[config.mk]
export PLATFORM = sky130hd
export DESIGN_NAME = noc_flit_sink
export DESIGN_NICKNAME = d
export VERILOG_FILES = /design/src/rtl/noc_flit_sink.sv
export SDC_FILE = /design/constraint.sdc
export NUM_CORES = 1
export LEC_CHECK = 0
export CAP_MARGIN = 15
export CORE_UTILIZATION = 55
export DETAILED_ROUTE_END_ITERATION = 12
export DONT_BUFFER_PORTS = 1
export PLACE_DENSITY = 0.73
export REMOVE_ABC_BUFFERS = 1
export SLEW_MARGIN = 0
export SYNTH_ARGS = -nofsm -noshare
export SYNTH_HDL_FRONTEND = slang
export SYNTH_SLANG_ARGS = --single-unit
[constraint.sdc]
create_clock -name clk -period 2.2 [get_ports clk]
set_clock_uncertainty 0.2 [all_clocks]
set_input_delay 0.55 -clock clk [delete_from_list [all_inputs] [get_ports clk]]
set_output_delay 0.55 -clock clk [all_outputs]
set_load 0.02 [all_outputs]
[src/rtl/noc_flit_sink.sv]
`default_nettype none
// ============================================================================
//  Module   : noc_flit_sink
//  Purpose  : Ejection-side endpoint for one mesh node. Accepts 8-bit flits
//             from the router's local output port, checks that each packet
//             was routed here, checks body/tail payloads against a local
//             6-bit LFSR mirroring the source generator, and keeps
//             saturating good-packet, error and misroute counters.
//  Ports    : clk, reset          - clock, synchronous active-high reset
//             flit_in/flit_valid  - incoming flit and its valid qualifier
//             flit_ready          - sink can accept (transfer = valid&ready)
//             pkt_count           - good packets received (saturating)
//             err_count           - protocol/payload/length errors (sat.)
//             misroute_count      - packets not addressed to this node (sat.)
//             pkt_done            - 1-cycle pulse after a clean tail/single
//             last_seed           - payload of the last matching head flit
//  Options  : NOC_SINK_BACKPRESSURE_EN - pseudo-random stalls on flit_ready
//  Revision : 1.0 - initial release
// ============================================================================
module noc_flit_sink #(
    parameter int MY_X    = 0,
    parameter int MY_Y    = 0,
    parameter int MAX_LEN = 8
) (
    input  logic       clk,
    input  logic       reset,
    input  logic [7:0] flit_in,
    input  logic       flit_valid,
    output logic       flit_ready,
    output logic [7:0] pkt_count,
    output logic [7:0] err_count,
    output logic [7:0] misroute_count,
    output logic       pkt_done,
    output logic [5:0] last_seed
);

    localparam logic [1:0] c_TYPE_BODY   = 2'b00;
    localparam logic [1:0] c_TYPE_HEAD   = 2'b01;
    localparam logic [1:0] c_TYPE_TAIL   = 2'b10;
    localparam logic [1:0] c_TYPE_SINGLE = 2'b11;
    localparam logic [2:0] c_MY_X        = 3'(MY_X);
    localparam logic [2:0] c_MY_Y        = 3'(MY_Y);
    // A body arriving when this many flits are already in means the tail
    // could no longer fit inside MAX_LEN.
    localparam logic [3:0] c_LEN_LIMIT   = 4'(MAX_LEN - 1);
    localparam logic [5:0] c_LFSR_RESET  = 6'h01;

    typedef enum logic [1:0] {
        ST_IDLE  = 2'd0,
        ST_BODY  = 2'd1,
        ST_DRAIN = 2'd2
    } state_t;

    state_t     r_state, w_state_nxt;
    logic [5:0] r_lfsr, w_lfsr_nxt;
    logic [3:0] r_flen, w_flen_nxt;
    logic [5:0] r_last_seed, w_seed_nxt;
    logic [7:0] r_pkt_count, r_err_count, r_mis_count;
    logic       r_pkt_done;

    logic       w_xfer;
    logic [1:0] w_type;
    logic [5:0] w_payload;
    logic       w_dest_match;
    logic [5:0] w_head_seed;
    logic       w_idle_proc;
    logic       w_inc_pkt, w_inc_err, w_inc_mis, w_done;

    function automatic logic [5:0] lfsr_step(input logic [5:0] v);
        return {v[4:0], v[5] ^ v[4]};
    endfunction

    function automatic logic [7:0] sat_inc(input logic [7:0] v, input logic en);
        return (en && (v != 8'hFF)) ? v + 8'd1 : v;
    endfunction

    // ------------------------------------------------------------------
    // Flow control
    // ------------------------------------------------------------------
`ifdef NOC_SINK_BACKPRESSURE_EN
    logic [5:0] r_bp_lfsr;

    always_ff @(posedge clk) begin
        if (reset) begin
            r_bp_lfsr <= 6'h2A;
        end else begin
            r_bp_lfsr <= lfsr_step(r_bp_lfsr);
        end
    end

    assign flit_ready = ~reset & ~r_bp_lfsr[0];
`else
    assign flit_ready = ~reset;
`endif

    assign w_xfer       = flit_valid & flit_ready;
    assign w_type       = flit_in[7:6];
    assign w_payload    = flit_in[5:0];
    assign w_dest_match = (flit_in[5:3] == c_MY_X) && (flit_in[2:0] == c_MY_Y);
    // An all-zero seed would lock the LFSR, so it is replaced by 1.
    assign w_head_seed  = (w_payload == 6'h00) ? c_LFSR_RESET : w_payload;

    // ------------------------------------------------------------------
    // Next-state / event decode
    // ------------------------------------------------------------------
    always_comb begin
        w_state_nxt = r_state;
        w_lfsr_nxt  = r_lfsr;
        w_flen_nxt  = r_flen;
        w_seed_nxt  = r_last_seed;
        w_inc_pkt   = 1'b0;
        w_inc_err   = 1'b0;
        w_inc_mis   = 1'b0;
        w_done      = 1'b0;
        w_idle_proc = 1'b0;

        if (w_xfer) begin
            case (r_state)
                ST_IDLE: w_idle_proc = 1'b1;
                ST_BODY: begin
                    case (w_type)
                        c_TYPE_BODY: begin
                            if (r_flen >= c_LEN_LIMIT) begin
                                w_inc_err   = 1'b1;
                                w_state_nxt = ST_DRAIN;
                            end else if (w_payload != r_lfsr) begin
                                w_inc_err   = 1'b1;
                                w_state_nxt = ST_DRAIN;
                            end else begin
                                w_flen_nxt = r_flen + 4'd1;
                                w_lfsr_nxt = lfsr_step(r_lfsr);
                            end
                        end
                        c_TYPE_TAIL: begin
                            if (w_payload == r_lfsr) begin
                                w_inc_pkt = 1'b1;
                                w_done    = 1'b1;
                            end else begin
                                w_inc_err = 1'b1;
                            end
                            w_lfsr_nxt  = lfsr_step(r_lfsr);
                            w_state_nxt = ST_IDLE;
                        end
                        default: begin
                            // Head/single while a packet is open: the open
                            // packet lost its tail; the new flit starts over.
                            w_inc_err   = 1'b1;
                            w_idle_proc = 1'b1;
                        end
                    endcase
                end
                ST_DRAIN: begin
                    case (w_type)
                        c_TYPE_BODY: ;
                        c_TYPE_TAIL: w_state_nxt = ST_IDLE;
                        default: begin
                            w_inc_err   = 1'b1;
                            w_idle_proc = 1'b1;
                        end
                    endcase
                end
                default: w_state_nxt = ST_IDLE;
            endcase

            // Start-of-packet handling, shared by IDLE and by a head/single
            // that interrupts BODY or DRAIN.
            if (w_idle_proc) begin
                case (w_type)
                    c_TYPE_HEAD: begin
                        if (w_dest_match) begin
                            w_state_nxt = ST_BODY;
                            w_flen_nxt  = 4'd1;
                            w_lfsr_nxt  = w_head_seed;
                            w_seed_nxt  = w_payload;
                        end else begin
                            w_inc_mis   = 1'b1;
                            w_state_nxt = ST_DRAIN;
                        end
                    end
                    c_TYPE_SINGLE: begin
                        if (w_dest_match) begin
                            w_inc_pkt = 1'b1;
                            w_done    = 1'b1;
                        end else begin
                            w_inc_mis = 1'b1;
                        end
                        w_state_nxt = ST_IDLE;
                    end
                    default: begin
                        w_inc_err   = 1'b1;
                        w_state_nxt = ST_IDLE;
                    end
                endcase
            end
        end
    end

    // ------------------------------------------------------------------
    // State and output registers
    // ------------------------------------------------------------------
    always_ff @(posedge clk) begin
        if (reset) begin
            r_state     <= ST_IDLE;
            r_lfsr      <= c_LFSR_RESET;
            r_flen      <= 4'd0;
            r_last_seed <= 6'h00;
            r_pkt_count <= 8'h00;
            r_err_count <= 8'h00;
            r_mis_count <= 8'h00;
            r_pkt_done  <= 1'b0;
        end else begin
            r_state     <= w_state_nxt;
            r_lfsr      <= w_lfsr_nxt;
            r_flen      <= w_flen_nxt;
            r_last_seed <= w_seed_nxt;
            r_pkt_count <= sat_inc(r_pkt_count, w_inc_pkt);
            r_err_count <= sat_inc(r_err_count, w_inc_err);
            r_mis_count <= sat_inc(r_mis_count, w_inc_mis);
            r_pkt_done  <= w_done;
        end
    end

    assign pkt_count      = r_pkt_count;
    assign err_count      = r_err_count;
    assign misroute_count = r_mis_count;
    assign pkt_done       = r_pkt_done;
    assign last_seed      = r_last_seed;

endmodule
`default_nettype wire

==> results.md, run 1 <==
* Rows at 23
* Unrepaired setup endpoints after global routing: yes
* CTS buffer count at 5
* Seq/Total Area, Yosys at 37.01%
* Antenna-violating nets left at 0
* Slowest CP cell: o32a_1
* Synth async-reset ratio at 0%
* Measured slew at the worst slew-check pin at 438.7 ps
* CTS sink cnt at 43
* Critical Path Fanout Max at 4
* Max-slew violation count at 0
* Routed vias at 2214
* Layout cells sized above 1 at 28.98%
* Drt total wl at 5891 um
* Largest net degree at the start of global routing at 31
* Worst min path class: input pin to flip-flop
* Top cell type's share of synthesized area at 37.01%
* Layout net count at 332
* WS Path Type: flip-flop to flip-flop
* Clk buf depth at 2
* Final period util at 100.6%
* CTS tree: built
* Final total power at 1.658 mW
* Worst r2r path cells at 6
* Clk Tree Root Cell: clkbuf_8
* Initial antenna violation count at 0
* Peak supply drop at 317.9 uV
* First drt pass iteration count at 4
* Top post-synthesis cells by area: dfxtp_1 (37%), ha_1 (4.3%), nand2_1 (3.6%), nand3_1 (3.4%), xnor2_1 (3.0%)
* Post-synth cell types at 56
* CTS H-tree lvls at 2
* Setup crit end kind: flip-flop
* Hold Violations, Final at 0
* WHS Path Cells at 1
* Max Cap Violations at 0
* Post-Layout Cell Count at 364
* Max Clock Freq at 451.6 MHz
* Critical path required time at 2190 ps
* Filler Cells Inserted at 287
* Grt total ovfl at 0
* Top FF cell, synth: dfxtp_1
* Placed cell count at 351
* Area Growth Syn to Fin at 29.75%
* Remaining DRCs at 0
* Syn Inst Count at 265
* Leading area contributor after synthesis: dfxtp_1
* Fin crit period at 2214 ps
* CTS clk-pin slew, worst paths at 90 ps
* HPWL after DPL at 3889 um
* LEAKAGE at 1.126 nW
* Setup violators final at 1
* PwrDens at 549.5 mW/mm^2
* Full die area at 0.004493 sq mm
* Worst setup margin at -14.12 ps
* Post-DR vias/cell at 6.082
* I/O pin total at 43
* Skew-Pair Late Insertion Delay at 300 ps
* Worst Setup Start Kind: flip-flop
* Status: complete, but fails checks
* Placeable Area at 0.004029 sq mm
* Ant diodes at 0
* CP Cell Sequence: ha_4 -> and2b_2 -> o211ai_4 -> o32a_1 -> nor4b_2 -> mux2_1
* Failing checks: setup timing
* Drt wl/cell at 16.18 um
* Global-route wire length before repair at 8700 um
* Cell area after synthesis at 0.002326 sq mm
* Seq cells post-synth at 43
* Die width at 67.03 um
* DR iter-0 viols at 151
* Post-synth EDFFs at 0
* Chip height at 67.03 um
* Slew headroom at 70.54%
* Warning count from the yosys run at 0
* Slowest stage delay, CP at 390 ps
* IO Port Bufs at 0
* Routability congestion estimate at 0.8606
* Vias in the first global route at 1945
* Worst EP arrival at 2210 ps
* Syn_area_per_cell at 8.777 sq um
* Initial Utilization at 57.73%
* Tot GR Track Use at 25.79%
repair_timing:
action / in CTS / in global routing
setup endpoints to repair: 18 / 19
setup buffers: 0 / 5
pin swaps: 1 / 8
hold buffers: 0 / 0
gates resized for setup: 11 / 25
worst max-delay path, delay by kind of cell, from the launching register on:
kind	cells	cell delay [ps]
and+or+nand+nor	2	540
AOI/OAI and AO/OA	2	480
DFF	1	380
muxes	1	340
adders and majority gates	1	160
flip-flops by register name, summed over array words and instances (netlist names):
signal	count
r_state	2
misroute_count	8
last_seed	6
r_flen	4
pkt_done	1
err_count	8
pkt_count	8
r_lfsr	6
final timing paths:
| check | from | end | slack (ps) |
|---|---|---|---|
| worst max-delay path | r_state[1]$_SDFFE_PP0P_ | pkt_count[5]$_SDFFE_PP0P_ | -10 |
| worst min-delay path | reset | misroute_count[6]$_SDFFE_PP0P_ | 100 |
| worst max register to register | r_state[1]$_SDFFE_PP0P_ | pkt_count[5]$_SDFFE_PP0P_ | -10 |
| worst min register to register | r_lfsr[0]$_SDFFE_PP1P_ | r_lfsr[1]$_SDFFE_PP0P_ | 300 |
layer usage:
layer	GRT usage (%)	up-vias	part of all wire, %
met4	8.511	0	1.6
met1	31.92	1062	44
met2	42.25	69	48
met3	7.363	10	6.5
li1	-	1073	-
met5	0	-	0
final cells by class:
cell class | instances | area, sq um | share of cell area [%]
clock buffers | 6 | 72.57 | 2.405
repair buffers | 48 | 364.1 | 12.06
inverters | 18 | 70.07 | 2.322
multi-input cells | 197 | 1520 | 50.37
flip-flops and latches | 43 | 868.3 | 28.77
well taps | 50 | 62.56 | 2.073
clock inverters | 2 | 60.06 | 1.990
Yosys cell counts, drive strengths merged, types with 2 or more instances:
| master | count |
|---|---|
| xnor2 | 8 |
| nand2b | 2 |
| o21a | 5 |
| a21oi | 8 |
| clkbuf | 6 |
| o211a | 2 |
| dfxtp | 43 |
| o31ai | 3 |
| nor2b | 8 |
| a31oi | 2 |
| o21ai | 8 |
| ha | 8 |
| and2 | 7 |
| o41ai | 4 |
| mux2i | 5 |
| and3 | 3 |
| mux2 | 7 |
| nand2 | 22 |
| o311ai | 4 |
| or4 | 3 |
| and4 | 2 |
| a211oi | 3 |
| nand4 | 4 |
| o22ai | 5 |
| or2 | 3 |
| nor4 | 5 |
| a2111oi | 4 |
| nor3 | 4 |
| o211ai | 4 |
| o31a | 2 |
| nor4b | 3 |
| inv | 18 |
| nor2 | 16 |
| nand3 | 16 |
| and2b | 2 |
power by group:
| part | internal [mW] | switching [mW] |
|---|---|---|
| Clock | 0.454 | 0.268 |
| Combinational | 0.0674 | 0.0820 |
| Sequential | 0.782 | 0.00501 |
| Total | 1.30 | 0.355 |
metrics by stage:
stage	util (%)	TNS, ps	instance area [sq um]	hold WS, ps	setup WS, ps
6_report	74.91	-14.12	3018	103.9	-14.12
5_1_grt	74.91	-294.1	3018	96.07	-78.92
4_1_cts	70.71	-6.240	2849	103.4	-4.014
3_5_place_dp	66.46	-706.2	2678	278.2	-145.7
3_3_place_gp	66.46	-360.0	2678	266.0	-96.21
2_1_floorplan	-	-120.0	2292	254.7	-120.0
cells in the final DEF, fill, tap and decap left out, drive strengths merged, types with 4 or more instances in the layout:
cell,n
and2,7
inv,18
nor4,5
nand3,16
nor2b,8
ha,8
mux2,7
o41ai,4
clkbuf,6
a21oi,8
nand2,22
dfxtp,43
nor3,4
buf,48
nor2,16
nand4,4
o311ai,4
o21ai,8
xnor2,8
o22ai,5
o211ai,4
o21a,5
mux2i,5
a2111oi,4
kinds of logic (layout without fill, tap and decap cells):
group | Yosys count | after routing | share of synthesized area [%]
compound gates | 64 | 64 | 20.76
xor+xnor | 9 | 9 | 3.389
fa+ha+maj | 8 | 8 | 4.304
buf+inv | 25 | 74 | 4.357
flops | 43 | 43 | 37.01
mux | 12 | 12 | 5.540
simple gates | 104 | 104 | 24.64
Power figures use the tool's default switching activity.
==> run 2, diff against run 1 <==
--- a/config.mk
+++ b/config.mk
@@ -5,7 +5,7 @@
 export SDC_FILE = /design/constraint.sdc
 export NUM_CORES = 1
 export LEC_CHECK = 0
-export CAP_MARGIN = 15
+export CAP_MARGIN = 20
 export CORE_UTILIZATION = 55
 export DETAILED_ROUTE_END_ITERATION = 12
 export DONT_BUFFER_PORTS = 1
==> results of run 2 <==
Same layout as run 1: the final DEF is identical, and so are final timing and power.
==> run 3, diff against run 2 <==
==> constraint.sdc (replaced) <==
create_clock -name clk -period 2.2 [get_ports clk]
set_clock_uncertainty 0.2 [all_clocks]
set_input_delay 0.22 -clock clk [delete_from_list [all_inputs] [get_ports clk]]
set_output_delay 0.22 -clock clk [all_outputs]
set_load 0.02 [all_outputs]
==> run 3 against run 2 <==
Compared with the run above:
- the flow still finishes with violations (setup timing)
- largest cell class unchanged
- die area stayed put
- fmax is 2.5% lower
- clock power is 32% lower
- first-iteration DRC count is 26% higher
- largest power group unchanged
- routed wire length is 12% higher
- flip-flop and latch count stayed put
==> results.md, run 3 (synthesis gave the netlist of run 1 again) <==
* Status: complete, but fails checks
* Failing checks: setup timing
* Fin crit period at 2272 ps (+57.81 ps)
* Area Growth Syn to Fin at 37.06%
* Chip height at 67.03 um (unchanged)
* CTS sink cnt at 43 (unchanged)
* Most common cell after layout, fill and taps aside: buf_4
* Critical Path Source: r_state[0]$_SDFFE_PP0P_
* Unrepaired setup endpoints after global routing: yes
* Most frequent cells in the layout: buf_4 (44), dfxtp_1 (36), nand2_1 (22)
* Tot GR Track Use at 28.20% (+2.4 points)
* Pre-CTS setup slack at -110.9 ps (+34.79 ps)
* Critical Path Fanout Max at 3 (-1)
* Max Cap Violations at 0 (unchanged)
* Post-Layout Cell Count at 380 (+4.4%)
* Largest net degree at the start of global routing at 31 (unchanged)
* Layout cells sized above 1 at 30.00% (+1.0 points)
* Met1 Wirelength at 2599 um (+0.93%)
* Antenna-violating nets left at 0 (unchanged)
* Setup crit end kind: flip-flop
* Rows at 23 (unchanged)
* Initial Utilization at 57.73% (unchanged)
* Post-DR vias/cell at 6.250 (+2.8%)
* DR iter-0 viols at 191 (+26%)
* Metal3 WL at 506 um (+32%)
* Reg2reg setup slack at -70 ps (-60 ps)
* CTS buffer count at 5 (unchanged)
* Worst r2r src: r_state[0]$_SDFFE_PP0P_
* Final period util at 103.3% (+2.6 points)
* Clk buf depth at 2 (unchanged)
* Global-route wire length before repair at 9549 um (+9.8%)
* Critical path endpoint: pkt_count[5]$_SDFFE_PP0P_
* Clk Tree Root Cell: clkbuf_8
* Initial antenna violation count at 0 (unchanged)
* Max-slew violation count at 0 (unchanged)
* Routability congestion estimate at 0.8755 (+1.7%)
* Grt total ovfl at 0 (unchanged)
* Remaining DRCs at 0 (unchanged)
* Drt total wl at 6594 um (+12%)
* Worst r2r path cells at 6 (unchanged)
* Setup violators final at 2 (+1)
* Routed vias at 2375 (+7.3%)
* Highest routed layer: met4
* Full die area at 0.004493 sq mm (unchanged)
* Critical path required time at 2190 ps (about the same)
* Final total power at 1.445 mW (-13%)
* First drt pass iteration count at 4 (unchanged)
* Placed cell count at 347 (-1.1%)
* Slew headroom at 64.49% (-6.0 points)
* CTS H-tree lvls at 2 (unchanged)
* Die width at 67.03 um (unchanged)
* Worst setup margin at -71.93 ps (-57.81 ps)
* Placeable Area at 0.004029 sq mm (unchanged)
* LEAKAGE at 1.216 nW (+7.9%)
* Hold Violations, Final at 0 (unchanged)
* Layout net count at 348 (+4.8%)
* Ant diodes at 0 (unchanged)
* Worst EP arrival at 2260 ps (+50 ps)
* PwrDens at 453.1 mW/mm^2 (-18%)
* CTS clk-pin slew, worst paths at 80 ps (about the same)
* Final Util at 79.13% (+4.2 points)
* Max Clock Freq at 440.2 MHz (-2.5%)
* Vias in the first global route at 2173 (+12%)
* Worst Setup Start Kind: flip-flop
* Measured slew at the worst slew-check pin at 530.8 ps (+92.09 ps)
* Drt wl/cell at 17.35 um (+7.2%)
* Skew-Pair Late Insertion Delay at 300 ps (about the same)
* Peak supply drop at 373.1 uV (+17%)
* Worst R2R End: pkt_count[5]$_SDFFE_PP0P_
* IO Port Bufs at 0 (unchanged)
* WS Path Type: flip-flop to flip-flop
* CTS tree: built
* I/O pin total at 43 (unchanged)
* HPWL after DPL at 3827 um (-1.6%)
* Worst min path class: input pin to flip-flop
* Met2 WL at 3279 um (+16%)
* Filler Cells Inserted at 269 (-6.3%)
==> run 3: cell count changes in the layout (fill, tap and decap cells not counted), moves of 2 or more <==
cell	before	now
dlygate4sd3_1	0	19
dfxtp_2	0	7
dfxtp_1	41	36
xnor2_1	8	4
xnor2_2	0	4
buf_4	47	44
clkinv_2	0	3
bufinv_16	2	0
dfxtp_4	2	0
o311ai_4	0	2
==> run 3: what timing repair did <==
item | in CTS | in global routing
hold endpoints to repair | 24 | 10
pin swaps | 0 | 14
gates resized for setup | 8 | 37
setup endpoints to repair | 13 | 20
hold buffers | 18 | 1
buffers inserted | 0 | 6
==> run 3: through the flow <==
stage	hold slack (ps)	instance area [sq um]	TNS, ps
2_1_floorplan	89.07	2292	-102.3
3_3_place_gp	92.32	2648	-76.90
3_5_place_dp	94.75	2648	-710.9
4_1_cts	-229.4	2939	-0.9495
5_1_grt	27.12	3188	-291.7
6_report	42.40	3188	-93.93
==> run 3: how the worst min path moves through the flow <==
stage                           from  cells after the start                             end  slack [ps]
after detailed placement       reset                      1  misroute_count[5]$_SDFFE_PP0P_          90
after CTS                      reset                      1  misroute_count[6]$_SDFFE_PP0P_        -230
after global placement         reset                      1  misroute_count[7]$_SDFFE_PP0P_          90
after floorplan                reset                      1  misroute_count[5]$_SDFFE_PP0P_          90
final                     flit_valid                      3          r_lfsr[0]$_SDFFE_PP1P_          40
after global routing      flit_valid                      3          r_lfsr[0]$_SDFFE_PP1P_          30
==> run 3: power breakdown <==
part	internal, mW	switching, mW
Combinational	0.0760	0.0905
Clock	0.217	0.273
Sequential	0.784	0.00394
Total	1.08	0.368
==> run 3: worst max-delay path, cell delays in order, from the launching register on <==
cell and delay [ps]:
dfxtp_2 330, ha_2 190, and2b_2 260, o211ai_4 80
o32a_1 330, nor4b_2 370, mux2_1 390
==> run 3: final cells by class <==
class,count,area (sq um),share of cell area [%]
clock inverter,3,15.01,0.4710
sequential,43,869.6,27.28
multi-input combinational,197,1573,49.33
tap,50,62.56,1.962
timing repair buffer,64,531.8,16.68
clock buffer,5,68.82,2.159
inverter,18,67.56,2.119
==> run 3: routing by layer <==
layer | up-vias | track usage, %
met3 | 21 | 9.760
met2 | 110 | 45.88
li1 | 1117 | -
met4 | 0 | 12.50
met5 | - | 0
met1 | 1127 | 32.92
